[config.mk]
export PLATFORM = sky130hd
export DESIGN_NAME = platform_door_ctrl
export DESIGN_NICKNAME = d
export VERILOG_FILES = /design/src/rtl/metro_pkg.sv /design/src/rtl/tick_edge_det.sv /design/src/rtl/platform_door_ctrl.sv
export SDC_FILE = /design/constraint.sdc
export NUM_CORES = 1
export LEC_CHECK = 0
export CAP_MARGIN = 5
export CORE_UTILIZATION = 48
export DETAILED_ROUTE_END_ITERATION = 10
export PLACE_DENSITY = 0.75
export SETUP_SLACK_MARGIN = 0.4
export SYNTH_ARGS = -nofsm -noshare
export SYNTH_HDL_FRONTEND = slang
export SYNTH_SLANG_ARGS = --single-unit
[constraint.sdc]
create_clock -name clk -period 2.8 [get_ports clk]
set_clock_uncertainty 0.2 [all_clocks]
set_input_delay 0.56 -clock clk [delete_from_list [all_inputs] [get_ports clk]]
set_output_delay 0.56 -clock clk [all_outputs]
set_load 0.02 [all_outputs]
[src/rtl/metro_pkg.sv]
// Shared platform-sequencer definitions: state encodings and the state width that
// the station display decoder also relies on.
package metro_pkg;

  localparam int STATE_W = 3;

  typedef logic [STATE_W-1:0] state_t;

  localparam state_t ST_IDLE    = 3'd0;
  localparam state_t ST_ARRIVED = 3'd1;
  localparam state_t ST_DWELL   = 3'd2;
  localparam state_t ST_WARN    = 3'd3;
  localparam state_t ST_CLOSING = 3'd4;
  localparam state_t ST_DEPART  = 3'd5;
  localparam state_t ST_EMERG   = 3'd6;

endpackage

[src/rtl/tick_edge_det.sv]
// One-clk tick on each rising edge of a slow square wave already in the clk domain.
module tick_edge_det (
  input  logic clk,
  input  logic rst,
  input  logic sq_in,
  output logic tick
);

  logic sq_d;

  // Reset loads the live level, so a wave that is already high at reset
  // release does not look like a fresh rising edge.
  always_ff @(posedge clk) begin
    if (rst) sq_d <= sq_in;
    else     sq_d <= sq_in;
  end

  assign tick = sq_in & ~sq_d;

endmodule

[src/rtl/platform_door_ctrl.sv]
// Platform-side sequencer for one track: arrive, dwell, warn, close and depart timed
// in tenths of a second, with obstruction reopen and emergency stop.
module platform_door_ctrl
  import metro_pkg::*;
#(
  parameter int ARRIVE_T   = 10,
  parameter int DWELL_T    = 150,
  parameter int WARN_T     = 30,
  parameter int CLOSE_T    = 20,
  parameter int REOPEN_T   = 50,
  parameter int DEPART_T   = 20,
  parameter int MAX_REOPEN = 3,
  parameter int CNT_W      = 8
) (
  input  logic               clk,
  input  logic               rst,
  input  logic               clk_10Hz,
  input  logic               train_arrive,
  input  logic               obstruction,
  input  logic               emergency,
  input  logic               emerg_clr,
  output logic               door_open,
  output logic               door_closing,
  output logic               buzzer,
  output logic               depart_ok,
  output logic               fault,
  output logic [STATE_W-1:0] state,
  output logic [CNT_W-1:0]   cnt_tenths
);

  localparam int RW = (MAX_REOPEN < 1) ? 1 : $clog2(MAX_REOPEN + 1);

  logic            tick;
  logic            expire;
  state_t          state_q, state_n;
  logic [CNT_W-1:0] cnt_q, cnt_n, cnt_dec;
  logic [RW-1:0]   reopen_q, reopen_n;
  logic            fault_q, fault_n;

  tick_edge_det u_tick (
    .clk   (clk),
    .rst   (rst),
    .sq_in (clk_10Hz),
    .tick  (tick)
  );

  assign expire  = tick && (cnt_q == CNT_W'(1));
  assign cnt_dec = tick ? (cnt_q - CNT_W'(1)) : cnt_q;

  always_comb begin
    // NOTE: every output of this block gets a default first, so no path can
    // leave one unassigned and infer a latch.
    state_n  = state_q;
    cnt_n    = cnt_q;
    reopen_n = reopen_q;
    fault_n  = fault_q;

    if (emergency) begin
      state_n = ST_EMERG;
      cnt_n   = '0;
    end else begin
      case (state_q)
        ST_IDLE: begin
          cnt_n = '0;
          if (train_arrive) begin
            state_n  = ST_ARRIVED;
            cnt_n    = CNT_W'(ARRIVE_T);
            reopen_n = '0;
          end
        end
        ST_ARRIVED: begin
          cnt_n = cnt_dec;
          if (expire) begin
            state_n = ST_DWELL;
            cnt_n   = CNT_W'(DWELL_T);
          end
        end
        ST_DWELL: begin
          cnt_n = cnt_dec;
          if (expire) begin
            state_n = ST_WARN;
            cnt_n   = CNT_W'(WARN_T);
          end
        end
        ST_WARN: begin
          cnt_n = cnt_dec;
          if (expire) begin
            state_n = ST_CLOSING;
            cnt_n   = CNT_W'(CLOSE_T);
          end
        end
        ST_CLOSING: begin
          cnt_n = cnt_dec;
          // Obstruction outranks expiry, so a blocked edge on the last tick reopens.
          if (obstruction) begin
            if (reopen_q < RW'(MAX_REOPEN)) begin
              state_n  = ST_DWELL;
              cnt_n    = CNT_W'(REOPEN_T);
              reopen_n = reopen_q + RW'(1);
            end else begin
              state_n = ST_EMERG;
              cnt_n   = '0;
              fault_n = 1'b1;
            end
          end else if (expire) begin
            state_n = ST_DEPART;
            cnt_n   = CNT_W'(DEPART_T);
          end
        end
        ST_DEPART: begin
          cnt_n = cnt_dec;
          if (expire) begin
            state_n = ST_IDLE;
            cnt_n   = '0;
          end
        end
        ST_EMERG: begin
          cnt_n = '0;
          if (emerg_clr) begin
            state_n = ST_IDLE;
            fault_n = 1'b0;
          end
        end
        default: begin
          state_n = ST_IDLE;
          cnt_n   = '0;
        end
      endcase
    end
  end

  // NOTE: state registers use non-blocking assignments so every flop samples
  // the values from before this edge, independent of statement order.
  always_ff @(posedge clk) begin
    if (rst) begin
      state_q  <= ST_IDLE;
      cnt_q    <= '0;
      reopen_q <= '0;
      fault_q  <= 1'b0;
    end else begin
      state_q  <= state_n;
      cnt_q    <= cnt_n;
      reopen_q <= reopen_n;
      fault_q  <= fault_n;
    end
  end

  // Moore decode: EMERG keeps the buzzer on but drops every door command.
  assign door_open    = (state_q == ST_DWELL) || (state_q == ST_WARN) || (state_q == ST_CLOSING);
  assign door_closing = (state_q == ST_CLOSING);
  assign buzzer       = (state_q == ST_WARN) || (state_q == ST_CLOSING) || (state_q == ST_EMERG);
  assign depart_ok    = (state_q == ST_DEPART);
  assign fault        = fault_q;
  assign state        = state_q;
  assign cnt_tenths   = cnt_q;

endmodule

==> parameters.txt, run 1 <==
Parameter                              Value

Critical path
  Cell breakdown of the critical path    nand2b_1 -> nor2_1 -> clkdlybuf4s50_1
  Critical path buffers and inverters    1
  Worst Setup SP    state[1]$_SDFFE_PP0P_
  Required time of the worst setup path    2.04 ns
  Capturing element type of the critical path    primary output
  Arrival time worst endpoint    1.55 ns
  Family with the most delay on the worst path    buffers and inverters
  Setup crit start kind    flop
  Setup CP Type    flop to primary output
  Largest stage delay, worst path    approximately 0.6 ns
  Largest fanout of any net on the critical path    15
  Cell with the biggest individual delay on the critical path    sky130_fd_sc_hd__clkdlybuf4s50_1
  Reg2Reg Launch Point    cnt_tenths[1]$_SDFF_PP0_

Global route
  Global-route wire length before repair    3880 µm
  Total grt overflow    0
  Number of antenna violations at the first check in global routing    0
  GRT Util Overall    between 20% and 30%
  Number of global-route vias before repair    ~900
  Largest net degree at the start of global routing    16

STA
  Measured slew at the worst slew-check pin    just over 0.4 ns
  Final clock period utilization by the worst path    between 80% and 90%
  Unrepaired setup endpoints after global routing    no
  Total negative slack    0 ns
  Final hold violation count    0
  Max_slew headroom    roughly 70%
  Final WS setup    between 0.4 and 0.5 ns
  Number of setup violations in the final report    0
  Number of pins exceeding their max-slew limit in the final report    0
  Achievable Freq    between 400 and 500 MHz
  Shortest clock period the worst path allows after layout    roughly 2.3 ns

Cells and area
  Net total in the final layout    160
  Area occupied by multi-input gates    between 600 and 700 µm²
  Number of fillers in the final layout    around 170
  Number of antenna diodes    0
  Share of cells above drive strength 1    around an eighth
  Layout overhead on the synthesized area    31.7%
  Area taken by flip-flops and latches    a little over 300 µm²

Routing
  Number of search-and-repair iterations in the first detailed-routing pass    5
  Count of vias placed by the detailed router    around 1000
  Total Wirelength    roughly 2500 µm
  Drc violations    0
  Routed length per instance    14.6 µm
  Vias/cell    slightly below 6
  Iter 0 DRT Violations    23
  Remaining antenna violation count    0

Yosys
  Avg Cell Area, Syn    slightly below 8 µm²
  Post-synthesis instance total    roughly 120
  Number of unique standard cell types used by synthesis    38
  Sequential fraction of the synthesis area    between 30 and 40%
  Ys async rst share    0%
  Net count after synthesis    about 130
  Post-Syn Area    ~970 µm²
  Count of flip-flops with a built-in enable after synthesis    0
  YS warnings    0
  Predominant post-synthesis flop cell    sky130_fd_sc_hd__dfxtp_1
  FF+latch count, synth    15

Floorplanning
  Effective utilization at floorplan    around 54%
  Row count    15
  Placeable core area    1800 µm²
  Width of the chip    approximately 47 µm
  Area enclosed by the die boundary    ~2200 µm²
  Y dimension of the die    between 40 and 50 µm
  Ports    23

Place
  Number of port buffers    22
  Final weighted congestion in routability-driven placement    about 0.78
  Worst setup timing slack at the placement stage    0.195 ns
  HPWL after DPL    around 1800 µm

Clocking
  Clock insertion delay at the later pin of the skew report    ~0.28 ns
  Root cell of the clock tree    sky130_fd_sc_hd__clkbuf_4
  Number of hold buffers added after CTS    0
  Clock sinks    15
  Maximum number of buffers from clock root to sink    2
  Number of buffers created by CTS    3
  Clock-pin slew on the worst setup and hold paths    around 0.09 ns
  Clock tree from TritonCTS    done
  Deepest level of the CTS H-tree    1

Pwr
  Post-layout power    0.000771 W
  VDD IR-drop max    approximately 0.34 mV
  PD cells    606 nW/µm²
  Leakage power    0.495 nW

Flow run
  Max Cap Violations    0

Status
  Status    finished clean

Worst hold path
  Launch point of the worst hold path    reopen_q[1]$_SDFFE_PP0P_
  Hold Path Class    flop to flop
[worst reg2reg max path, delay by kind of cell (launching register included)]
kind            cells  cell delay [ns]
compound gates      1             0.28
fa+ha+maj           1             0.15
buf+inv             1             0.08
flops               1             0.34
mux                 1             0.27
simple gates        3             0.90
[cell families after synthesis]
kind of cell               share of synthesized area, %
muxes                                              2.59
buffers and inverters                              5.44
xor gates and xnor gates                           5.44
adders and majority gates                          3.89
and+or+nand+nor                                    31.5
AOI/OAI and AO/OA                                  20.1
DFF                                                31.1
[layout by cell type, fill, tap and decap left out, types with 2 or more instances in the layout]
cell type / n
sky130_fd_sc_hd__buf_4: 5
sky130_fd_sc_hd__nand3b_1: 2
sky130_fd_sc_hd__nor4_1: 3
sky130_fd_sc_hd__o2111ai_1: 3
sky130_fd_sc_hd__dlygate4sd2_1: 2
sky130_fd_sc_hd__nor2b_1: 3
sky130_fd_sc_hd__o21ai_0: 6
sky130_fd_sc_hd__dfxtp_1: 11
sky130_fd_sc_hd__inv_1: 5
sky130_fd_sc_hd__clkbuf_4: 3
sky130_fd_sc_hd__xnor2_1: 5
sky130_fd_sc_hd__nor3_1: 7
sky130_fd_sc_hd__ha_1: 3
sky130_fd_sc_hd__a21oi_1: 6
sky130_fd_sc_hd__clkdlybuf4s50_1: 19
sky130_fd_sc_hd__nand2_1: 15
sky130_fd_sc_hd__dfxtp_2: 3
sky130_fd_sc_hd__nand2b_1: 7
sky130_fd_sc_hd__nor2_1: 12
sky130_fd_sc_hd__o311a_1: 2
sky130_fd_sc_hd__a31oi_1: 3
[report_power, final]
| part | total [W] | internal, W | switching (W) | leakage [nW] |
|---|---|---|---|---|
| clock | 0.000124 | 0.0000530 | 0.0000709 | 0.0177 |
| sequential | 0.000273 | 0.000237 | 0.0000361 | 0.124 |
| combinational | 0.000375 | 0.000168 | 0.000206 | 0.353 |
[metrics by stage]
stage / hold slack, ns / instance area [µm²] / util, % / cells
2_1_floorplan: 0.247 / 967 / - / 124
5_1_grt: 0.314 / 1270 / 70.6 / 174
6_report: 0.288 / 1270 / 70.6 / 174
3_5_place_dp: 0.277 / 1210 / 67.0 / 168
4_1_cts: 0.292 / 1250 / 69.3 / 172
3_3_place_gp: 0.265 / 1210 / 67.0 / 168
[Yosys cell counts (all sizes together), types with 3 or more instances]
master / instances / area, µm²
nor3: 7 / 35.0
o21ai: 6 / 30.0
clkbuf: 4 / 15.0
inv: 5 / 18.8
nand2: 15 / 56.3
nor2b: 4 / 25.0
dfxtp: 15 / 300
a31oi: 3 / 18.8
ha: 3 / 37.5
nand2b: 7 / 43.8
a21oi: 6 / 30.0
xnor2: 5 / 43.8
nor2: 12 / 45.0
o2111ai: 3 / 26.3
nor4: 3 / 18.8
[cell type report]
class	instances	share of cell area (%)
clock buffers	3	1.77
inverters	5	1.47
clock inverters	1	0.393
multi-input cells	98	49.5
well taps	25	2.46
flip-flops and latches	15	24.2
repair buffers	27	20.3
[timing repair]
item / in CTS / in global routing
resized for setup: 7 / 4
buffers inserted: 0 / 2
endpoints found under the setup margin: 8 / 3
pin swaps: 0 / 1
[sequential cells by signal (all words and copies together), names as in the netlist]
register and count:
cnt_tenths 8, fault 1, reopen_q 2, state 3, u_tick.sq_d 1
[routing by layer]
layer / GRT usage (%) / routed length [µm] / part of all wire, %
met1: 30.3 / 1180 / 46
met2: 44.7 / 1240 / 49
met3: 5.00 / 94 / 3.7
met4: 6.29 / 24 / 0.94
met5: 0 / 0 / 0
[path summary, 6_finish.rpt]
path | to | slack (ns) | depth (start not counted)
hold / removal | reopen_q[1]$_SDFFE_PP0P_ | 0.29 | 2
setup reg to reg | cnt_tenths[3]$_SDFF_PP0_ | 0.51 | 7
setup / recovery | depart_ok | 0.49 | 3
hold reg to reg | reopen_q[1]$_SDFFE_PP0P_ | 0.29 | 2
Note: power is estimated with default switching activity, not from simulation.
==> run 2, diff against run 1 <==
- clock period: 2.8 -> 2.3 ns (I/O delays scaled with it)
==> run 2 against run 1 <==
Against the previous run:
- via count is 6.7% higher
- first-iteration DRC count is 39% higher
- sequential power is 18% higher
==> parameters.txt, run 2 (synthesis results as in run 1) <==
Parameter                              Value

STA
  Measured slew at the worst slew-check pin    0.446 ns (was 0.416 ns)
  Max_slew headroom    70.0% (was 72.0%)
  Shortest clock period the worst path allows after layout    about 2.2 ns
  Number of setup violations in the final report    0 (unchanged)
  Total negative slack    0 ns (unchanged)
  Achievable Freq    ~450 MHz
  Final WS setup    0.102 ns (was 0.492 ns)
  Unrepaired setup endpoints after global routing    yes (was no)
  Number of pins exceeding their max-slew limit in the final report    0 (unchanged)
  Final clock period utilization by the worst path    roughly 96%
  Final Hold Slack    0.290 ns (was 0.288 ns)
  Final hold violation count    0 (unchanged)

Clocking
  Root cell of the clock tree    sky130_fd_sc_hd__clkbuf_4 (unchanged)
  Deepest level of the CTS H-tree    1 (unchanged)
  Number of buffers created by CTS    3 (unchanged)
  Clock tree from TritonCTS    done (unchanged)
  Clock-pin slew on the worst setup and hold paths    0.10 ns (was 0.09 ns)
  Clock insertion delay at the later pin of the skew report    0.29 ns (was 0.28 ns)
  Maximum number of buffers from clock root to sink    2 (unchanged)
  Clock sinks    15 (unchanged)

Worst hold path
  Launch point of the worst hold path    reopen_q[1]$_SDFFE_PP0P_ (unchanged)
  Hold Path Class    flop to flop (unchanged)

Critical path
  Arrival time worst endpoint    2.23 ns (was 1.55 ns)
  Worst Setup SP    cnt_tenths[4]$_SDFF_PP0_ (was state[1]$_SDFFE_PP0P_)
  Cell with the biggest individual delay on the critical path    sky130_fd_sc_hd__or4_4 (was sky130_fd_sc_hd__clkdlybuf4s50_1)
  Setup crit start kind    flop (unchanged)
  Largest stage delay, worst path    0.54 ns (was 0.60 ns)
  Cell breakdown of the critical path    or4_4 -> or3_4 -> mux2_4 -> o32a_1 -> nor2_1 (was nand2b_1 -> nor2_1 -> clkdlybuf4s50_1)
  Setup CP Type    flop to flop (was flop to primary output)
  Capturing element type of the critical path    flop (was primary output)
  Largest fanout of any net on the critical path    3 (was 15)
  Family with the most delay on the worst path    simple AND/OR/NAND/NOR gates (was buffers and inverters)
  Required time of the worst setup path    2.33 ns (was 2.04 ns)
  Critical path buffers and inverters    0 (was 1)
  Reg2Reg Launch Point    cnt_tenths[4]$_SDFF_PP0_ (was cnt_tenths[1]$_SDFF_PP0_)

Global route
  Number of global-route vias before repair    951 (was 876)
  Largest net degree at the start of global routing    13 (was 16)
  Number of antenna violations at the first check in global routing    0 (unchanged)
  Global-route wire length before repair    4100 µm (was 3880 µm)
  Total grt overflow    0 (unchanged)
  GRT Util Overall    26.4% (was 24.9%)

Cells and area
  Util after Layout    76.0% (was 70.6%)
  Layout overhead on the synthesized area    41.8% (was 31.7%)
  Flip-flop count of the largest register, all copies and words added    8 (unchanged)
  Most frequent cells in the layout    17 x sky130_fd_sc_hd__buf_4, 14 x sky130_fd_sc_hd__nand2_1, 12 x sky130_fd_sc_hd__nor2_1, 12 x sky130_fd_sc_hd__dlygate4sd2_1, 8 x sky130_fd_sc_hd__dfxtp_1 (was 19 x sky130_fd_sc_hd__clkdlybuf4s50_1, 15 x sky130_fd_sc_hd__nand2_1, 12 x sky130_fd_sc_hd__nor2_1)
  Share of cells above drive strength 1    26.7% (was 12.8%)
  Net total in the final layout    172 (was 160)
  Number of antenna diodes    0 (unchanged)
  Most common cell after layout, fill and taps aside    sky130_fd_sc_hd__buf_4 (was sky130_fd_sc_hd__clkdlybuf4s50_1)
  Post-layout instance count excluding filler cells    186 (was 174)

Place
  Worst setup timing slack at the placement stage    -0.0528 ns (was 0.195 ns)
  Final weighted congestion in routability-driven placement    0.820 (was 0.783)
  Inst Count DP    177 (was 168)
  Number of port buffers    22 (unchanged)
  HPWL after DPL    1890 µm (was 1820 µm)

Floorplanning
  Effective utilization at floorplan    53.6% (unchanged)
  Row count    15 (unchanged)
  Y dimension of the die    46.9 µm (unchanged)
  Ports    23 (unchanged)
  Placeable core area    1800 µm² (unchanged)
  Width of the chip    46.9 µm (unchanged)
  Area enclosed by the die boundary    2200 µm² (unchanged)

Routing
  Drc violations    0 (unchanged)
  Routed length per instance    13.8 µm (was 14.6 µm)
  Vias/cell    5.76 (was 5.78)
  Iter 0 DRT Violations    32 (was 23)
  Remaining antenna violation count    0 (unchanged)
  Number of search-and-repair iterations in the first detailed-routing pass    6 (was 5)
  Count of vias placed by the detailed router    1072 (was 1005)
  Total Wirelength    2560 µm (was 2550 µm)

Pwr
  Leakage power    0.602 nW (was 0.495 nW)
  PD cells    728 nW/µm² (was 606 nW/µm²)
  VDD IR-drop max    0.511 mV (was 0.343 mV)

Flow run
  Max Cap Violations    0 (unchanged)

Status
  Status    finished clean (unchanged)
==> run 2: area by class of cell <==
cell class	instances	area [µm²]
fill	149	432
sequential	15	324
multi-input combinational	98	643
inverter	5	18.8
timing repair buffer	39	325
clock buffer	3	22.5
tap	25	31.3
clock inverter	1	5.00
==> run 2: repair_timing <==
action | 4_1_cts | 5_1_grt
pin swaps | 3 | 0
setup endpoints to repair | 27 | 15
gates cloned | 0 | 0
buffers inserted | 5 | 0
gates resized for setup | 33 | 13
hold buffers | 0 | 0
==> run 2: routing by layer <==
layer  GRT usage [%]  share of wire [%]
met1            31.8                 44
met2            46.9                 50
met3            3.46                3.6
met4            10.9                1.9
met5               0                  0
==> run 2: worst min-delay path: cells and delay by family, from the launching register on <==
| family | cells | cell delay [ns] |
|---|---|---|
| flip-flops | 1 | 0.33 |
| AO/OA/AOI/OAI | 2 | 0.13 |
==> run 2: per-stage QoR <==
step | cell area [µm²] | power (W)
after floorplan | 982 | 0.000635
after global placement | 1290 | 0.000808
after detailed placement | 1290 | 0.000815
after CTS | 1350 | 0.000973
after global routing | 1370 | 0.00106
final | 1370 | 0.000997
==> run 2: report_power, final <==
group	internal, W	switching, W
Clock	0.0000647	0.0000928
Sequential	0.000289	0.0000340
Combinational	0.000238	0.000278
Total	0.000592	0.000405
==> run 2: worst paths after layout <==
kind	to	slack (ns)	cells past startpoint
worst max-delay path	cnt_tenths[3]$_SDFF_PP0_	0.10	5
worst min-delay path	reopen_q[1]$_SDFFE_PP0P_	0.29	2
worst max register to register	cnt_tenths[3]$_SDFF_PP0_	0.10	5
worst min register to register	reopen_q[1]$_SDFFE_PP0P_	0.29	2
==> run 3, diff against run 2 <==
- CORE_UTILIZATION: 48 -> 50
- PLACE_DENSITY: 0.75 -> 0.76
- SYNTH_HIERARCHICAL: unset -> 1
==> run 3 against run 2 <==
Against the previous run:
- total power up 8.8%
- worst hold slack worse by 0.084 ns
- sequential cell count unchanged
- largest cell class unchanged
==> parameters.txt, run 3 <==
Parameter                              Value

Floorplanning
  Area enclosed by the die boundary    2360 µm² (was 2200 µm²)
  Effective utilization at floorplan    54.3% (was 53.6%)
  Row count    16 (was 15)
  Width of the chip    48.6 µm (was 46.9 µm)
  Placeable core area    2000 µm² (was 1800 µm²)
  Y dimension of the die    48.6 µm (was 46.9 µm)
  Ports    23 (unchanged)

Critical path
  Setup crit start kind    flop (unchanged)
  Required time of the worst setup path    1.64 ns (was 2.33 ns)
  Arrival time worst endpoint    1.33 ns (was 2.23 ns)
  Largest fanout of any net on the critical path    2 (was 3)
  Worst reg2reg path endpoint    cnt_tenths[4]$_SDFF_PP0_ (was cnt_tenths[3]$_SDFF_PP0_)
  Setup slack of the most critical reg-to-reg path    0.47 ns (was 0.10 ns)
  Reg2Reg Launch Point    cnt_tenths[0]$_SDFF_PP0_ (was cnt_tenths[4]$_SDFF_PP0_)
  Worst Setup SP    state[0]$_SDFFE_PP0P_ (was cnt_tenths[4]$_SDFF_PP0_)
  Capturing element type of the critical path    primary output (was flop)
  Worst setup path endpoint    door_open (was cnt_tenths[3]$_SDFF_PP0_)
  Setup CP Type    flop to primary output (was flop to flop)
  Cell depth of the worst flop-to-flop path    5 (unchanged)

Yosys
  Net count after synthesis    145 (was 134)
  Post-synthesis instance total    135 (was 124)
  FF+latch count, synth    15 (unchanged)
  Share of the synthesized area in the top cell type    27.6% (was 31.1%)
  YS warnings    6 (was 0)
  Most area-consuming cells after synthesis    sky130_fd_sc_hd__dfxtp_1 28%, sky130_fd_sc_hd__nor2_1 4.1%, sky130_fd_sc_hd__nand2_1 3.8% (was sky130_fd_sc_hd__dfxtp_1 31%, sky130_fd_sc_hd__nand2_1 5.8%, sky130_fd_sc_hd__nor2_1 4.7%)
  Avg Cell Area, Syn    8.04 µm² (was 7.79 µm²)
  Number of unique standard cell types used by synthesis    48 (was 38)
  Post-synthesis cell type with the largest combined area    sky130_fd_sc_hd__dfxtp_1 (unchanged)
  Count of flip-flops with a built-in enable after synthesis    0 (unchanged)
  Sequential fraction of the synthesis area    27.6% (was 31.1%)
  Most instantiated library cell after synthesis    sky130_fd_sc_hd__dfxtp_1
  Top cell types by occurrence after synthesis    15 x sky130_fd_sc_hd__dfxtp_1, 12 x sky130_fd_sc_hd__nor2_1, 11 x sky130_fd_sc_hd__nand2_1, 9 x sky130_fd_sc_hd__inv_1, 8 x sky130_fd_sc_hd__a21oi_1 (was 15 x sky130_fd_sc_hd__dfxtp_1, 15 x sky130_fd_sc_hd__nand2_1, 12 x sky130_fd_sc_hd__nor2_1, 7 x sky130_fd_sc_hd__nand2b_1, 7 x sky130_fd_sc_hd__nor3_1)
  Predominant post-synthesis flop cell    sky130_fd_sc_hd__dfxtp_1 (unchanged)
  Post-Syn Area    1090 µm² (was 966 µm²)
  Ys async rst share    0% (unchanged)

Pwr
  PD cells    703 nW/µm² (was 728 nW/µm²)
  Post-layout power    0.00108 W (was 0.000997 W)
  Leakage power    0.657 nW (was 0.602 nW)
  VDD IR-drop max    0.669 mV (was 0.511 mV)

Clocking
  Clock insertion delay at the later pin of the skew report    0.29 ns (about the same)
  Clock sinks    15 (unchanged)
  Clock-pin slew on the worst setup and hold paths    0.09 ns (was 0.10 ns)
  Root cell of the clock tree    sky130_fd_sc_hd__clkbuf_4 (unchanged)
  Clock tree from TritonCTS    done (unchanged)
  Deepest level of the CTS H-tree    1 (unchanged)
  Number of buffers created by CTS    3 (unchanged)
  Maximum number of buffers from clock root to sink    2 (unchanged)

Cells and area
  Layout Cell Area excl Fill    1540 µm² (was 1370 µm²)
  Net total in the final layout    182 (was 172)
  Number of antenna diodes    0 (unchanged)
  Most frequent cells in the layout    13 x sky130_fd_sc_hd__dlygate4sd2_1, 13 x sky130_fd_sc_hd__buf_4, 12 x sky130_fd_sc_hd__nor2_1 (was 17 x sky130_fd_sc_hd__buf_4, 14 x sky130_fd_sc_hd__nand2_1, 12 x sky130_fd_sc_hd__nor2_1, 12 x sky130_fd_sc_hd__dlygate4sd2_1, 8 x sky130_fd_sc_hd__dfxtp_1)
  Post-layout instance count excluding filler cells    198 (was 186)
  Flip-flop count of the largest register, all copies and words added    8 (unchanged)
  Layout overhead on the synthesized area    41.9% (was 41.8%)
  Share of cells above drive strength 1    26.9% (was 26.7%)
  Area occupied by multi-input gates    801 µm² (was 643 µm²)
  Area taken by flip-flops and latches    309 µm² (was 324 µm²)
  Number of fillers in the final layout    141 (was 149)

STA
  Final hold violation count    0 (unchanged)
  Number of pins exceeding their max-slew limit in the final report    0 (unchanged)
  Max_slew headroom    61.3% (was 70.0%)
  Unrepaired setup endpoints after global routing    yes (unchanged)
  Shortest clock period the worst path allows after layout    1.99 ns (was 2.20 ns)
  Final WS setup    0.307 ns (was 0.102 ns)
  Measured slew at the worst slew-check pin    0.576 ns (was 0.446 ns)
  Number of setup violations in the final report    0 (unchanged)
  Final clock period utilization by the worst path    86.7% (was 95.6%)
  Achievable Freq    502 MHz (was 455 MHz)

Place
  Cell area after placement    1390 µm² (was 1290 µm²)
  Worst setup timing slack at the placement stage    -0.00854 ns (was -0.0528 ns)
  HPWL after DPL    2220 µm (was 1890 µm)
  Number of port buffers    22 (unchanged)
  Final weighted congestion in routability-driven placement    0.907 (was 0.820)
  Inst Count DP    189 (was 177)

Global route
  Number of global-route vias before repair    1082 (was 951)
  Number of antenna violations at the first check in global routing    0 (unchanged)
  Largest net degree at the start of global routing    20 (was 13)
  GRT Util Overall    27.3% (was 26.4%)
  Global-route wire length before repair    5100 µm (was 4100 µm)
  Total grt overflow    0 (unchanged)

Worst hold path
  Launch point of the worst hold path    clk_10Hz (was reopen_q[1]$_SDFFE_PP0P_)
  Hold Path Class    input pin to flop (was flop to flop)

Routing
  Drc violations    0 (unchanged)
  Remaining antenna violation count    0 (unchanged)
  Vias/cell    6.18 (was 5.76)
  Routed length per instance    16.4 µm (was 13.8 µm)
  Iter 0 DRT Violations    40 (was 32)
  Count of vias placed by the detailed router    1224 (was 1072)
  Total Wirelength    3260 µm (was 2560 µm)
  Number of search-and-repair iterations in the first detailed-routing pass    4 (was 6)

Status
  Status    finished clean (unchanged)

Flow run
  Max Cap Violations    0 (unchanged)
==> run 3: cell count changes after synthesis, sizes merged, moves of 3 or more <==
cell | previous run | this run
o41ai | 0 | 3
inv | 5 | 9
nand2 | 15 | 12
o211ai | 0 | 3
nor4b | 0 | 3
buf | 2 | 5
nor3 | 7 | 3
nand2b | 7 | 4
nand3 | 1 | 4
clkbuf | 4 | 1
a21oi | 6 | 9
==> run 3: metal layers <==
layer  track usage [%]  routed length, µm
met2              43.1               1550
met4              4.90                 35
met3              4.72                188
met5                 0                  0
met1              39.0               1480
==> run 3: timing repair <==
action                     CTS  global route
buffers inserted             3             2
resized for setup           43            15
setup endpoints to repair   23            14
pin swaps                    4             2
hold buffers                 0             0
==> run 3: cell type report <==
| type | count | area share (%) |
|---|---|---|
| repair buffers | 38 | 21.7 |
| well taps | 27 | 2.19 |
| flip-flops and latches | 15 | 20.0 |
| multi-input cells | 105 | 51.9 |
| inverters | 9 | 2.44 |
| clock buffers | 4 | 1.70 |
==> run 3: report_power, final <==
group | internal, W | switching [W]
clock | 0.0000676 | 0.0000944
combinational | 0.000264 | 0.000339
sequential | 0.000288 | 0.0000317
total | 0.000619 | 0.000465
==> run 3: how the worst min path moves through the flow <==
stage,cells after the start,endpoint
3_5_place_dp,2,reopen_q[1]$_SDFFE_PP0P_
6_report,1,u_tick/sq_d$_DFF_P_
3_3_place_gp,2,reopen_q[1]$_SDFFE_PP0P_
5_1_grt,1,u_tick/sq_d$_DFF_P_
2_1_floorplan,2,reopen_q[1]$_SDFFE_PP0P_
4_1_cts,1,u_tick/sq_d$_DFF_P_
==> run 3: cell families after synthesis <==
family	share of synthesized area (%)
fa+ha+maj	3.46
flops	27.6
compound gates	25.3
buf+inv	6.57
mux	0.922
xor+xnor	4.84
simple gates	31.2
==> run 3: metrics by stage <==
step,setup TNS (ns),utilization (%),hold slack [ns]
final,0,77.0,0.206
after global placement,0,69.2,0.241
after detailed placement,-0.0164,69.2,0.256
after global routing,0,77.0,0.209
after floorplan,0,-,0.230
after CTS,0,73.6,0.217
==> run 3: critical path: stages (launching register included) <==
cell                      delay (ns)
sky130_fd_sc_hd__dfxtp_2        0.34
sky130_fd_sc_hd__or3b_4         0.41
sky130_fd_sc_hd__buf_6          0.14
sky130_fd_sc_hd__nand2_4        0.04
sky130_fd_sc_hd__buf_6          0.11
